==> src/rtl/poly_pointwise_mont_ctrl.sv <==
// Pointwise NTT-domain multiply sequencer: reads coefficient pairs, forms the
// 64-bit signed product, hands it to the Montgomery reducer, writes the result back.
module poly_pointwise_mont_ctrl #(
    parameter int N      = 256,
    parameter int ADDR_W = 8
) (
    input  logic                     clock,
    input  logic                     reset,
    input  logic                     start,
    output logic                     busy,
    output logic                     done,
    output logic [ADDR_W-1:0]        rd_addr,
    input  logic signed [31:0]       a_coef,
    input  logic signed [31:0]       b_coef,
    output logic                     red_start,
    output logic signed [63:0]       red_a,
    input  logic                     red_done,
    input  logic signed [31:0]       red_t,
    output logic                     wr_en,
    output logic [ADDR_W-1:0]        wr_addr,
    output logic signed [31:0]       wr_data
);

    typedef enum logic [2:0] {
        IDLE, READ, MUL, RSTART, RWAIT, WRITE, FINISH
    } state_t;

    state_t              state, state_next;
    logic [ADDR_W-1:0]   index;
    logic                last;
    logic signed [63:0]  a_ext, b_ext;

    assign last  = (index == ADDR_W'(N - 1));
    assign a_ext = {{32{a_coef[31]}}, a_coef};
    assign b_ext = {{32{b_coef[31]}}, b_coef};

    always_ff @(posedge clock) begin
        if (reset) state <= IDLE;
        else       state <= state_next;
    end

    always_comb begin
        state_next = state;
        case (state)
            IDLE:    if (start) state_next = READ;
            READ:    state_next = MUL;
            MUL:     state_next = RSTART;
            RSTART:  state_next = RWAIT;
            RWAIT:   if (red_done) state_next = WRITE;
            WRITE:   state_next = last ? FINISH : READ;
            FINISH:  state_next = IDLE;
            default: state_next = IDLE;
        endcase
    end

    always_comb begin
        busy      = 1'b0;
        done      = 1'b0;
        red_start = 1'b0;
        wr_en     = 1'b0;
        rd_addr   = index;
        wr_addr   = index;
        case (state)
            READ, MUL, RWAIT: busy = 1'b1;
            RSTART: begin
                busy      = 1'b1;
                red_start = 1'b1;
            end
            WRITE: begin
                busy  = 1'b1;
                wr_en = 1'b1;
            end
            FINISH:  done = 1'b1;
            default: ;
        endcase
    end

    // red_a only loads in MUL, so it is frozen while the reducer is working
    always_ff @(posedge clock) begin
        if (reset) begin
            index   <= '0;
            red_a   <= '0;
            wr_data <= '0;
        end else begin
            case (state)
                MUL:     red_a <= a_ext * b_ext;
                RWAIT:   if (red_done) wr_data <= red_t;
                WRITE:   if (!last) index <= index + 1'b1;
                FINISH:  index <= '0;
                default: ;
            endcase
        end
    end

endmodule

==> config.mk <==
export PLATFORM = sky130hd
export DESIGN_NAME = poly_pointwise_mont_ctrl
export DESIGN_NICKNAME = d
export VERILOG_FILES = /design/src/rtl/poly_pointwise_mont_ctrl.sv
export SDC_FILE = /design/constraint.sdc
export NUM_CORES = 2
export LEC_CHECK = 0
export CAP_MARGIN = 20
export CELL_PAD_IN_SITES_DETAIL_PLACEMENT = 1
export CELL_PAD_IN_SITES_GLOBAL_PLACEMENT = 1
export CORE_UTILIZATION = 50
export DETAILED_ROUTE_END_ITERATION = 12
export PLACE_DENSITY = 0.94
export SLEW_MARGIN = 25
export SYNTH_ARGS = -nofsm -noshare
export SYNTH_HDL_FRONTEND = slang
export SYNTH_SLANG_ARGS = --single-unit
==> constraint.sdc <==
create_clock -name clock -period 21.1 [get_ports clock]
set_clock_uncertainty 0.15 [all_clocks]
set_input_delay 3.165 -clock clock [delete_from_list [all_inputs] [get_ports clock]]
set_output_delay 3.165 -clock clock [all_outputs]
set_load 0.01 [all_outputs]
==> summary.md <==
| Metric | Value |
|---|---|
| Outcome | `finished, final reports clean` |
| Cell taking the most area after synthesis | `fa_1` |
| Setup-failing EPs final | `0` |
| TNS Setup | `0 ns` |
| Commonest non-fill, non-tap cell in the layout | `fa_1` |
| Rows | `103` |
| Startpoint class of the critical path | `input port` |
| Cells after Synth | `4330` |
| Initial Utilization | `0.5059` |
| Number of synthesis warnings | `0` |
| CTS root buffer | `clkbuf_16` |
| First-pass GRT wire length | `between 200 and 250 mm` |
| Max Slew Vio Count | `0` |
| Synth Register Bits | `roughly 110` |
| Fin crit period | `~12 ns` |
| Synth async-reset ratio | `0` |
| Seq/Total Area, Yosys | `0.05360` |
| Post-DP HPWL | `119.4 mm` |
| Commonest cells after routing, fill and taps aside | `fa_1 (1082), inv_1 (945), nand2_1 (675)` |
| Die outline width | `284.7 um` |
| Type of element capturing the critical path | `register` |
| Seq. cell area | `between 2000 and 2500 um^2` |
| Mapped Avg Cell Area | `9.230 um^2` |
| Worst skew pair latency | `0.35 ns` |
| Total CTS buffers | `9` |
| ANT nets after route | `0` |
| Fin. Hold Viols | `0` |
| CP Max Fanout | `32` |
| Distinct cells, synth | `68` |
| Number of synthesized flops with an enable pin | `0` |
| DRT Pass-1 Iters | `5` |
| Vias | `32031` |
| WP data arrival | `12.31 ns` |
| CTS Sinks | `107` |
| Maximum clock rate | `82.21 MHz` |
| IO buf count | `roughly 220` |
| Routability Congestion | `0.9355` |
| Mapped cell area | `39970 um^2` |
| Residual DRC | `0` |
| Crit path kind | `input port to register` |
| RSZ-0062 raised after global routing | `false` |
| Worst-path clk slew | `around 0.07 ns` |
| Final critical-path share of the clock period | `0.5765` |
| Post-Route WL | `about 150 mm` |
| Share of post-route cells with drive strength above 1 | `0.02545` |
| Synth area leaders | `fa_1 (54%), inv_1 (8.9%), and2_1 (8.2%), nand2_1 (6.3%), ha_1 (5.8%)` |
| PostCTS Resize Cnt | `0` |
| Largest net degree at the start of global routing | `65` |
| Die area | `81070 um^2` |
| Nets | `between 5000 and 6000` |
| CTS tree | `done` |
| Worst hold path class | `register to register` |
| Slew headroom | `0.2980` |
| Top-area cell type share of the netlist area | `0.5420` |
| WP data required | `21.25 ns` |
| CTS HTree Levels | `3` |
| # Max-Cap Violations | `0` |
| Synth Net Count | `5697` |
| Filler Cells Inserted | `8980` |
| Layout area overhead | `7.911%` |
| Overall Global Routing Usage | `0.3727` |
| CTS Buffer Depth | `2` |
| Routed length per instance | `26.86 um` |
| Vias in the first global route | `39152` |
| Top FF cell, synth | `dfxtp_1` |
| Multi-input gate area | `33290 um^2` |
| Core ar. | `79000 um^2` |
| Antenna violations before repair | `0` |
| DIE HEIGHT | `284.7 um` |
| Post-CTS Setup Bufs | `0` |
| Slew @ Worst Pin | `1.053 ns` |
| CTS Hold Bufs | `0` |
| First DRT Iteration DRCs | `approximately 2500` |
| Global route overflow | `0` |
| I/O Pins | `216` |
| Via density | `5.917` |
final timing paths:
check                            endpoint  slack, ns  depth (start not counted)  startpoint
worst max-delay path            red_a[62]       8.94                         26  a_coef[31]
worst min-delay path            red_a[26]       0.30                          2   red_a[26]
worst max register to register  red_a[47]      18.49                          5    state[1]
worst min register to register  red_a[26]       0.30                          2   red_a[26]
per-layer routing:
| metal | up-vias | global-route usage | routed length (um) |
|---|---|---|---|
| li1 | 12597 | - | - |
| met1 | 16452 | 0.4216 | 48620 |
| met2 | 2145 | 0.6202 | 70970 |
| met3 | 837 | 0.09944 | 14710 |
| met4 | 0 | 0.2474 | 11120 |
| met5 | - | 0 | 0 |
state kept, by name, summed over array words and instances, names as in the netlist:
name     flops
red_a       64
wr_data     32
state        3
rd_addr      8
worst max-delay path, stage by stage:
cell and delay, ns:
clkdlybuf4s50_1 0.45, buf_4 0.34, nand2_1 0.23, inv_1 0.17, fa_1 0.42, inv_1 0.26
fa_1 0.49, inv_1 0.24, fa_1 0.51, fa_1 0.90, inv_1 0.47, fa_1 0.61
inv_1 0.06, fa_1 0.53, inv_1 0.05, fa_1 0.47, inv_1 0.05, fa_1 0.46
ha_1 0.46, and3_1 0.25, nand2_1 0.10, or4_1 0.59, o31ai_4 0.28, o221ai_2 0.17
a2111oi_2 0.37, a311o_1 0.16
through the flow:
step	cell area, um^2	hold slack [ns]	std cells	util	worst slack (ns)
after floorplan	39970	0.3261	4330	-	10.33
after global placement	42810	0.2881	5397	0.5419	9.175
after detailed placement	42810	0.2945	5397	0.5419	8.641
after CTS	43130	0.3045	5412	0.5459	9.006
after global routing	43130	0.3210	5412	0.5459	8.531
final	43130	0.2994	5413	0.5459	8.936
cell families (layout without fill, tap and decap cells):
kind of cell,after synthesis,in the layout,synth area share
AOI/OAI and AO/OA,308,308,0.04887
xor gates and xnor gates,66,66,0.01446
adders and majority gates,1267,1267,0.5999
buffers and inverters,1202,1234,0.1139
DFF,107,107,0.05360
other,0,1,0
and+or+nand+nor,1380,1380,0.1693
cell type report:
| cell class | instances | share of cell area |
|---|---|---|
| clock buffers | 11 | 0.005628 |
| repair buffers | 272 | 0.05825 |
| clock inverters | 4 | 0.001741 |
| well taps | 1050 | 0.03046 |
| diodes | 1 | 0.00005802 |
| multi-input cells | 3021 | 0.7718 |
| flip-flops and latches | 107 | 0.04967 |
| inverters | 947 | 0.08242 |
synthesized netlist by cell type (6+ instances only):
library cell	count
xor2_1	23
or2_2	8
a31oi_1	14
o21bai_1	10
buf_4	8
fa_1	1082
buf_1	8
inv_1	945
a21oi_1	145
dfxtp_1	107
o211ai_1	6
nand2b_1	10
a211oi_1	11
xnor2_1	43
clkbuf_1	237
ha_1	185
nand2_1	675
a21o_1	38
nand4_1	17
nor2_1	66
nand3_1	31
and3_1	10
o21ai_0	40
and2_1	524
nor3_1	11
Power is not shown: default switching activity piles up to over one toggle a cycle in this logic, so the estimate is an artifact.
